`src/rtl/mem_arbiter.sv`:
```
// mem_arbiter: shares one single-port word RAM between the fetch and data ports, data first on conflict
module mem_arbiter #(
    parameter int ADDR_W = 12
) (
    input  logic              clk,
    input  logic              reset,
    input  logic              i_req,
    input  logic [31:0]       i_addr,
    output logic              i_ready,
    output logic [31:0]       i_rdata,
    input  logic              d_req,
    input  logic [31:0]       d_addr,
    input  logic [3:0]        d_byteen,
    input  logic [31:0]       d_wdata,
    output logic              d_ready,
    output logic [31:0]       d_rdata,
    output logic              mem_en,
    output logic [ADDR_W-1:0] mem_addr,
    output logic [3:0]        mem_byteen,
    output logic [31:0]       mem_wdata,
    input  logic [31:0]       mem_rdata
);
    localparam logic [1:0] IDLE  = 2'd0;
    localparam logic [1:0] ACK_I = 2'd1;
    localparam logic [1:0] ACK_D = 2'd2;

    logic [1:0]  state, state_nxt;
    logic [31:0] i_hold, d_hold;
    logic        d_wr_q;
    logic        i_gnt, d_gnt;
    logic        unused_bits;

    assign unused_bits = ^{i_addr[31:ADDR_W+2], i_addr[1:0], d_addr[31:ADDR_W+2], d_addr[1:0]};

    // Grant, RAM drive and ack outputs; the acking port is masked so its held req is not reissued,
    // and nothing is issued while reset is high.
    always_comb begin
        d_gnt      = d_req & (state != ACK_D) & ~reset;
        i_gnt      = i_req & (state != ACK_I) & ~reset & ~d_gnt;
        mem_en     = d_gnt | i_gnt;
        mem_addr   = d_gnt ? d_addr[ADDR_W+1:2] : i_gnt ? i_addr[ADDR_W+1:2] : '0;
        mem_byteen = d_gnt ? d_byteen : 4'b0;
        mem_wdata  = d_gnt ? d_wdata : 32'b0;
        state_nxt  = d_gnt ? ACK_D : i_gnt ? ACK_I : IDLE;
        i_ready    = (state == ACK_I);
        d_ready    = (state == ACK_D);
        i_rdata    = i_ready ? mem_rdata : i_hold;
        d_rdata    = (d_ready & ~d_wr_q) ? mem_rdata : d_hold;
    end

    // State advance and capture of returned read data so it stays visible after the ack pulse.
    always_ff @(posedge clk or posedge reset) begin
        if (reset) begin
            state  <= IDLE;
            d_wr_q <= 1'b0;
            i_hold <= 32'b0;
            d_hold <= 32'b0;
        end else begin
            state  <= state_nxt;
            d_wr_q <= d_gnt & (|d_byteen);
            if (i_ready) i_hold <= mem_rdata;
            if (d_ready & ~d_wr_q) d_hold <= mem_rdata;
        end
    end
endmodule

```
`config.mk`:
```
export PLATFORM = sky130hd
export DESIGN_NAME = mem_arbiter
export DESIGN_NICKNAME = d
export VERILOG_FILES = /design/src/rtl/mem_arbiter.sv
export SDC_FILE = /design/constraint.sdc
export NUM_CORES = 1
export LEC_CHECK = 0
export BUFFER_PORTS_ARGS = -buffer_cell sky130_fd_sc_hd__clkbuf_2
export CAP_MARGIN = 20
export CORE_AREA = 2 2 96 98
export DETAILED_ROUTE_END_ITERATION = 7
export DIE_AREA = 0 0 98 100
export PLACE_DENSITY_LB_ADDON = 0.1
export SLEW_MARGIN = 20
export SYNTH_ARGS = -nofsm -noshare
export SYNTH_HDL_FRONTEND = slang
export SYNTH_SLANG_ARGS = --single-unit
```
`constraint.sdc`:
```
create_clock -name clk -period 3.82 [get_ports clk]
set_input_delay 0.382 -clock clk [delete_from_list [all_inputs] [get_ports clk]]
set_output_delay 0.382 -clock clk [all_outputs]
set_load 0.1 [all_outputs]
```
==> results.ini <==
[global_routing]
grt_pass1_vias=2363
grt_pass1_wl_um=12200
track_usage_pct=15.7
antenna_found_initial=0
overflow=0
grt_start_max_net_pins=68

[route]
drt-total-wl_um=7970
first_pass_iters=4
drt_iter0_markers=52
drcViolationCount=0
wire_per_inst_um=15.0
wl_met3_um=626
antenna_left=0
via_per_inst=4.49
met2_length_um=3740
top_layer=met4
vias=2389
wl_met1_um=3540

[yosys]
synth.area.top_cells=dfrtp_1, mux2_2, and2_1, a32o_2, buf_6
ys_ff_latch=67
yosysWarnings=0
synth_top_area_cell=dfrtp_1
syn_area_per_cell_um2=14.4
yosysUniqueCellTypes=20
yosysSeqAreaShare_pct=56.1
yosysTopAreaCellShare_pct=56.1
synth_fp_nets=344
synth_cells=208
syn_area_mm2=0.00299

[clock_tree]
cts_tree=built
cts-root-buf=clkbuf_8
h-tree-depth=3
cts-buffers-inserted=9
cts_buffer_depth=2
clk-insertion-delay-late_ps=340
cts_setup_buffers=0
cts_sinks=67
hold_buffers=0
cts.clk_slew.worst_paths_ps=70
cts-resized-gates=0

[timing]
fin_crit_sh_pct=71.3
setup_viol=0
finalMaxSlewViolations=0
fin_worst_skew_ps=8.48
min_period_ps=2720
rsz0062_at_grt=no
fmax_ghz=0.367
maxSlewHeadroom_pct=38.0
tns_ps=0
finalHoldViolations=0
worst_pin_slew_ps=928

[final_layout]
nets=552
drive_above_1_share_pct=72.0
multiInputGateArea_mm2=0.00117
final_cell_mix=clkbuf_2, dfrtp_1, mux2_2
seqCellArea_mm2=0.00168
diodes=0
nFillCells=865
area_growth_pct=43.6
final_core_util_pct=48.3
final_common_cell=clkbuf_2

[place]
port_buffers=210
place.gp.congestion=0.699
post-dp-hpwl_um=5930

[worst_hold_path]
min_path_cells=2
whs_endpoint=d_wr_q$_DFF_PP0_
min-delay-start=d_byteen[3]
hp-class=in2reg

[power_and_ir_drop]
ir_drop_uv=543
power_leakage_uw=0.00229
power_uw=3530
powerDensity_mw_per_mm2=823

[critical_path]
cp.required_ps=3440
critPathKind=reg2out
arrival_ps=2340
r2r_end=i_hold[15]$_DFF_PP0_
critPathLaunchType=flip-flop
timing.rr.start=state[1]$_DFF_PP0_
endpoint_kind=output pin
ff2ff_path_depth=2
crit_fanout=34
r2r_setup_slack_ps=2070

[floorplan]
pin_count=251
die_area_mm2=0.00980
start_util_pct=33.6
rows=35
core_area_mm2=0.00889
dieWidth_um=98
die_h_um=100

[flow_run]
timing.max_cap.violations=0

[run_status]
outcome=complete, no violations

[state kept, by name (all words and copies together), names as in the netlist]
| register | flops |
|---|---|
| i_hold | 32 |
| d_hold | 32 |
| state | 2 |
| d_wr_q | 1 |
[final cells by class]
cell class	count	area share (%)
Tap cell	111	3.24
Clock inverter	6	2.07
Inverter	5	0.437
Multi-Input combinational cell	121	27.2
Clock buffer	10	3.21
Timing Repair Buffer	212	24.8
Sequential cell	67	39.1
[how the worst max path moves through the flow]
stage                  startpoint     endpoint  slack (ps)  depth (start not counted)
3_3_place_gp   state[1]$_DFF_PP0_  i_rdata[28]        1400                          3
6_report       state[1]$_DFF_PP0_  i_rdata[11]        1100                          3
3_5_place_dp   state[1]$_DFF_PP0_  i_rdata[30]        1390                          3
4_1_cts        state[1]$_DFF_PP0_  i_rdata[30]        1010                          3
2_1_floorplan               reset  mem_addr[0]         210                          5
5_1_grt        state[1]$_DFF_PP0_  i_rdata[30]         910                          3
[cells in the mapped netlist, drive strengths merged]
| cell type | instances |
|---|---|
| buf | 13 |
| and2 | 37 |
| maj3 | 1 |
| o41a | 1 |
| a21o | 1 |
| nor2b | 1 |
| clkbuf | 2 |
| nand2b | 2 |
| nor2 | 1 |
| dfrtp | 67 |
| a32o | 12 |
| inv | 5 |
| mux2 | 64 |
| and3 | 1 |
[power breakdown]
part	total (uW)	switching [uW]	internal, uW
Sequential	907	36.1	871
Clock	659	274	385
Combinational	1970	1660	303
[metal layers]
layer  track usage, %  up-vias
li1                 -     1137
met1             21.2     1156
met2             23.4       86
met3             6.82       10
met4             3.85        0
met5                0        -
[worst max-delay path: stages (launching register included)]
cell and delay, ps:
dfrtp_1 420, nand2b_2 760, mux2_2 430, clkbuf_2 370
[through the flow]
stage | area [um2] | setup WS (ps) | std cells | hold WS (ps)
after floorplan | 2990 | 213 | 208 | 512
after global placement | 4070 | 1400 | 516 | 467
after detailed placement | 4070 | 1390 | 516 | 476
after CTS | 4290 | 1010 | 532 | 264
after global routing | 4290 | 912 | 532 | 276
final | 4290 | 1100 | 532 | 282
[cell families (layout without fill, tap and decap cells)]
kind of cell,Yosys count,after routing,share of synthesized area [%]
DFF,67,67,56.1
muxes,64,64,24.1
and+or+nand+nor,42,42,9.41
buffers and inverters,20,233,5.02
AOI/OAI and AO/OA,14,14,5.02
adders and majority gates,1,1,0.377
No activity file was read; power rests on OpenSTA's default activity.
